$ cat src/rtl/instr_fetch_unit.sv
// Fetch stage: owns the fetch PC, keeps one imem request in flight, queues PC-tagged words for decode (IFU_STALL_CNT_EN adds stall_cycles).
// Response-to-instr_valid is 1 cycle. Fetch parks in IDLE while the FIFO is full. A redirect flushes the FIFO and drops the in-flight word.
module instr_fetch_unit #(
  parameter logic [31:0] RESET_PC   = 32'h0000_0000,
  parameter int          FIFO_DEPTH = 2
) (
  input  logic        clk,
  input  logic        rst,
  input  logic        redirect_valid,
  input  logic [31:0] redirect_pc,
  output logic        imem_req_valid,
  output logic [31:0] imem_req_addr,
  input  logic        imem_req_ready,
  input  logic        imem_rsp_valid,
  input  logic [31:0] imem_rsp_data,
  output logic        instr_valid,
  output logic [31:0] instr,
  output logic [31:0] instr_pc,
  input  logic        instr_ready
`ifdef IFU_STALL_CNT_EN
  ,
  output logic [31:0] stall_cycles
`endif
);

  localparam int            AW      = $clog2(FIFO_DEPTH);
  localparam int            CW      = AW + 1;
  localparam logic [CW-1:0] DEPTH_C = CW'(FIFO_DEPTH);

  typedef enum logic [1:0] {IDLE, REQ, WAIT, DROP} state_t;
  state_t state, state_next;

  logic [31:0]   fetch_pc;
  logic [31:0]   data_mem [FIFO_DEPTH];
  logic [31:0]   pc_mem   [FIFO_DEPTH];
  logic [AW-1:0] wr_ptr, rd_ptr;
  logic [CW-1:0] count, count_after;
  logic          req_hs, push, pop;

  assign req_hs      = (state == REQ) && imem_req_ready;
  assign push        = (state == WAIT) && imem_rsp_valid && !redirect_valid;
  assign pop         = instr_valid && instr_ready && !redirect_valid;
  assign count_after = count + CW'(push) - CW'(pop);

  always_ff @(posedge clk) begin
    if (rst) state <= IDLE;
    else     state <= state_next;
  end

  always_comb begin
    state_next = state;
    case (state)
      IDLE: begin
        if (redirect_valid || (count < DEPTH_C)) state_next = REQ;
      end
      REQ: begin
        if (redirect_valid) state_next = req_hs ? DROP : REQ;
        else if (req_hs)    state_next = WAIT;
      end
      WAIT: begin
        if (redirect_valid)      state_next = imem_rsp_valid ? REQ : DROP;
        else if (imem_rsp_valid) state_next = (count_after < DEPTH_C) ? REQ : IDLE;
      end
      DROP: begin
        if (imem_rsp_valid) state_next = REQ;
      end
      default: state_next = IDLE;
    endcase
  end

  always_comb begin
    imem_req_valid = (state == REQ);
    imem_req_addr  = fetch_pc;
  end

  always_ff @(posedge clk) begin
    if (rst)                 fetch_pc <= RESET_PC;
    else if (redirect_valid) fetch_pc <= {redirect_pc[31:2], 2'b00};
    else if (req_hs)         fetch_pc <= fetch_pc + 32'd4;
  end

  always_ff @(posedge clk) begin
    if (rst || redirect_valid) begin
      wr_ptr <= '0;
      rd_ptr <= '0;
      count  <= '0;
    end else begin
      if (push) wr_ptr <= wr_ptr + AW'(1);
      if (pop)  rd_ptr <= rd_ptr + AW'(1);
      count <= count_after;
    end
  end

  // In WAIT, fetch_pc has already stepped past the outstanding request.
  always_ff @(posedge clk) begin
    if (push) begin
      data_mem[wr_ptr] <= imem_rsp_data;
      pc_mem[wr_ptr]   <= fetch_pc - 32'd4;
    end
  end

  assign instr_valid = (count != '0);
  assign instr       = instr_valid ? data_mem[rd_ptr] : 32'd0;
  assign instr_pc    = instr_valid ? pc_mem[rd_ptr]   : 32'd0;

`ifdef IFU_STALL_CNT_EN
  always_ff @(posedge clk) begin
    if (rst)                                      stall_cycles <= 32'd0;
    else if (!instr_valid && (stall_cycles != '1)) stall_cycles <= stall_cycles + 32'd1;
  end
`endif

endmodule

$ cat config.mk
export PLATFORM = sky130hd
export DESIGN_NAME = instr_fetch_unit
export DESIGN_NICKNAME = d
export VERILOG_FILES = /design/src/rtl/instr_fetch_unit.sv
export SDC_FILE = /design/constraint.sdc
export NUM_CORES = 1
export LEC_CHECK = 0
export ABC_AREA = 1
export BUFFER_PORTS_ARGS = -buffer_cell sky130_fd_sc_hd__buf_2
export CAP_MARGIN = 20
export CORE_ASPECT_RATIO = 1.5
export CORE_MARGIN = 4
export CORE_UTILIZATION = 50
export DETAILED_ROUTE_END_ITERATION = 6
export PLACE_DENSITY = 0.74
export SYNTH_ARGS = -nofsm -noshare
export SYNTH_HDL_FRONTEND = slang
export SYNTH_SLANG_ARGS = --single-unit
$ cat constraint.sdc
create_clock -name clk -period 3.8 [get_ports clk]
set_clock_uncertainty 0.05 [all_clocks]
set_input_delay 0.38 -clock clk [delete_from_list [all_inputs] [get_ports clk]]
set_output_delay 0.38 -clock clk [all_outputs]
set_load 0.01 [all_outputs]
Word-level counts from Yosys, hierarchy flattened
Memories as Yosys holds them, arrays and structs flattened. A register that Yosys moved wholly into a read port is not among the register bits.
Index checks and enable logic that the tools add are counted.
{"block": "word_totals", "reg_bits": 38, "latch_bits": 0, "ramBits": 128, "romBits": 0, "inputBits": 70, "out_inout_bits": 98, "wordCells": 56, "memories": 2}
{"block": "op_classes", "addsub": 6, "n_mul": 0, "div_mod_pow": 0, "magnitude_cmp": 2, "n_eq_ne": 7, "shifts": 0, "mux": 20, "n_bitwise": 0, "n_reduce_logical": 13}
{"memory": "data_mem", "words": 2, "word_bits": 32, "rd": 1, "rd_ports_with_merged_regs": 1, "wr": 1, "line_no": "34", "source": "logic [31:0] data_mem [FIFO_DEPTH];"}
{"memory": "pc_mem", "words": 2, "word_bits": 32, "rd": 1, "rd_ports_with_merged_regs": 1, "wr": 1, "line_no": "35", "source": "logic [31:0] pc_mem [FIFO_DEPTH];"}
{"operator": "32-bit 2-to-1 mux", "count": 4}
{"operator": "32-bit by 3-bit adder with 32-bit output (second input constant)", "count": 1}
{"operator": "32-bit by 3-bit subtractor with 32-bit output (second input constant)", "count": 1}
{"operator": "2-bit 2-to-1 mux", "count": 8}
{"operator": "2-bit one-hot mux with 4 select lines", "count": 1}
{"operator": "1-bit 2-to-1 mux", "count": 7}
{"operator": "1-bit logical AND", "count": 5}
{"operator": "2-bit == test (second input constant)", "count": 2}
{"operator": "2-bit less-than comparator (second input constant)", "count": 2}
{"operator": "2-bit != test (second input constant)", "count": 2}
{"operator": "4-bit AND reduction", "count": 1}
{"operator": "2-bit nonzero test", "count": 2}
{"operator": "3-bit by 2-bit != test with 1-bit output (second input constant)", "count": 1}
{"operator": "3-bit != test (second input constant)", "count": 1}
{"operator": "1-bit adder (second input constant)", "count": 2}
{"operator": "2-bit by 1-bit adder with 2-bit output", "count": 1}
{"operator": "2-bit by 1-bit == test with 1-bit output (second input constant)", "count": 1}
{"operator": "2-bit zero test", "count": 1}
{"operator": "1-bit logical OR", "count": 2}
{"operator": "2-bit OR reduction", "count": 1}
{"operator": "2-bit by 1-bit subtractor with 2-bit output", "count": 1}
{"operator": "1-bit zero test", "count": 1}

Depth between registers and ports, before layout
{"block": "logic_depth", "ltp_word": 10, "depth_mapped": 11, "depth_no_buf": 11}

Worst setup path after synthesis
No wires, ideal clock.
{"block": "synth_path", "path_type": "input to register", "startpoint": "input redirect_valid", "endpoint": "memory data_mem[0][0] (enable)", "setup_time_ns": 0.482, "t_arrival_ns": 3.436, "required_time_ns": 3.268, "path_slack_ns": -0.168, "cell_stages": 4, "path_buffers": 1, "path_cell_list": "buf_2 inv_1 nand3_1 nor2_1"}
{"block": "synth_via", "elab_chain_len": 4}
{"element": "start, declared", "line_no": "9", "source": "input logic redirect_valid,"}
{"element": "1-bit zero test", "line_no": "41", "source": "assign push = (state == WAIT) && imem_rsp_valid && !redirect_valid;"}
{"element": "1-bit logical AND", "line_no": "41"}
{"element": "1-bit 2-to-1 mux", "line_no": "96", "source": "if (push) begin"}
{"element": "1-bit 2-to-1 mux (implied by the code)", "line_no": "97", "source": "data_mem[wr_ptr] <= imem_rsp_data;"}
{"element": "end, declared", "line_no": "34"}
No other way between the ends.

==> metrics <==
Reg2Reg Depth=5; Reg power frac=49.9%; Via density=5.20; n_diodes=0; Clk Latency, worst-skew pair=approximately 0.42 ns; Final nets=1,083; Synth top area share=a little under half; share of synthesized flip-flops with an asynchronous set or reset=0%; R2R setup slack=1.63 ns; die area=18,000 µm²; hpwl dp=around 13,000 µm; P_leak=approximately 4 nW; CTS buffer count=17; fin. max-slew vios=0; Critical Path AT=1.84 ns; fmax=441 MHz; Cell Pwr Density=roughly 430 nW/µm²; CP startpoint kind=flop; first-pass GRT wire length=30,300 µm; Clock power frac=40.2%; Rows=56; maximum vdd drop=~250 µV; Pre-antenna DRT Iters=5; Worst path slowest cell=buf_4; Clock Tree Root=clkbuf_16; Die X=111 µm; Rel. slew slack=between 40 and 50%; share of cells above drive strength 1=between 20% and 30%; Post-Place Worst Slack=1.37 ns; Layout area overhead=19.0%; vias in the first global route=6,175; Total Power=0.00403 W; Port Buffer Count=161; Die Height=162 µm; CP required=3.37 ns; Post-route DRC=0; DR vias=6,347; Final Wtd Congestion=0.908; Hold Vio Cnt, Final=0; WP buf/inv=2; WHS Path Cells=1; largest net degree at the start of global routing=63; CP Class=reg -> out; Core Region=15,600 µm²; slew at the pin closest to its max-slew limit=0.820 ns; htree depth=4; count leader, synth=nand2_1; GRT Util Overall=approximately a fifth; Tmin final=around 2.3 ns; critical hold path startpoint=imem_rsp_data[13]; initial antenna violation count=0; endpoint of the worst hold path=data_mem[0][13]; Mapped Area=7930 µm²; Commonest cells post-synth=nand2_1 (244), edfxtp_1 (124), a21oi_1 (80); post-CTS sizing=0; Reg2Reg Launch Point=state[0]; Max stage delay on crit path=approximately 0.53 ns; WL final=18,700 µm; top cells by area, synth=edfxtp_1 (47%), nand2_1 (12%), dfxtp_1 (9.3%); drt wl/cell=~15 µm; postcts setup bufs=0; part of the power in combinational logic=9.9%; final worst slack=1.53 ns; I/O pin total=168; delay-heaviest family, CP=buffers and inverters; RSZ-0062 raised after global routing=false; sequential cell area fraction in the yosys report=56.3%; P_sw=a little over 0.001 W; # clock sinks=161; synth unique cells=42; status=complete, no violations; Final period util=59.7%; CTS tree=built; dominant cell type by area after synthesis=edfxtp_1; GRT Residual Overflow=0; Mapped Cells=859; Internal=between 0.003 and 0.004 W; YS warnings=0; CP cell instances=buf_4 > nand2_1 > a21oi_1 > buf_2; Avg Synthesized Cell Area=9.23 µm²; RR Endpoint=pc_mem[1][23]; Max Root-Sink Buffers=2; post-route ant nets=0; Clock Pin Slew Worst Setup and Hold Paths=0.07 ns; Hold/Removal Path Class=in -> reg; final setup vio count=0; Initial Utilization=a little over 50%; Setup crit end kind=primary output; Most used DFF post-synth=edfxtp_1; 1st-iter DRT viols=385; Max Cap Viol=0; synthesized flop and latch total=~160; Sw Share=25.4%; EDFF count, synth=around 120; CP Max Fanout=62; hold_buf cts=0
==> area by class of cell <==
type	instances	area, µm²
Fill cell	1401	6190
Sequential cell	161	4470
Multi-Input combinational cell	590	3030
Timing Repair Buffer	168	871
Clock buffer	19	433
Tap cell	203	254
Inverter	67	251
Clock inverter	13	128
==> how the worst max path moves through the flow <==
stage                               from         endpoint  slack, ns  cells after the start
after detailed placement  redirect_valid  data_mem[1][17]       1.37                      5
after floorplan           redirect_valid   data_mem[0][0]      -0.17                      4
final                               flop     instr_pc[21]       1.53                      4
after CTS                           flop     instr_pc[24]       1.24                      4
after global routing                flop     instr_pc[24]       1.36                      4
after global placement    redirect_valid  data_mem[1][18]       1.42                      5
==> cell families (layout without fill, tap and decap cells) <==
logic type	count (synthesis)	after routing	synth area share, %
AO/OA/AOI/OAI	126	126	8.44
XOR/XNOR	35	35	3.87
adder cells (fa/ha/maj)	8	8	1.26
buffers and inverters	111	267	5.84
flip-flops	161	161	56.3
other	1	4	0.0473
AND/OR/NAND/NOR	417	417	24.2
==> through the flow <==
step           util, %  hold slack [ns]  instance area, µm²  std cells  TNS [ns]
6_report          60.4            0.101                9440       1221         0
5_1_grt           60.4           0.0852                9440       1221         0
4_1_cts           60.3           0.0850                9420       1220         0
3_5_place_dp      56.7            0.410                8860       1188         0
3_3_place_gp      56.7            0.406                8860       1188         0
2_1_floorplan        -            0.397                7940        862    -20.89
==> registers in the layout, summed over array words and instances, names as in the netlist, named ones only <==
signal / count
count: 2
data_mem: 64
wr_ptr: 1
rd_ptr: 1
state: 2
pc_mem: 60
imem_req_addr: 30
==> power by group through the flow <==
stage	registers, W	clock network [W]	logic, W
final	0.00201	0.00162	0.000401
after global routing	0.00202	0.00173	0.000451
after CTS	0.00201	0.00165	0.000404
after detailed placement	0.00205	0	0.000402
after global placement	0.00204	0	0.000391
after floorplan	0.00203	0	0.000275
==> layout by cell type (no fill, tap or decap), drive strengths merged <==
cell type and n:
nor3b 1, ha 8, nor3 15, clkinv 4
a31oi 12, dfxtp 37, nor4 1, or2 1
a21boi 1, a21oi 83, nand3 59, conb 4
and2 1, nor2 80, and3 1, clkbuf 19
xor2 30, o21ai 28, nand2 253, inv 72
buf 168, clkinvlp 3, bufinv 1, o2111ai 1
nand4 5, xnor2 5, edfxtp 124, o211ai 1
==> layer usage <==
metal	track usage, %	wire [µm]
met3	3.43	874
met1	24.4	7350
met2	38.0	9830
met4	9.13	616
met5	0	0
No activity file was read; power rests on OpenSTA's default activity.
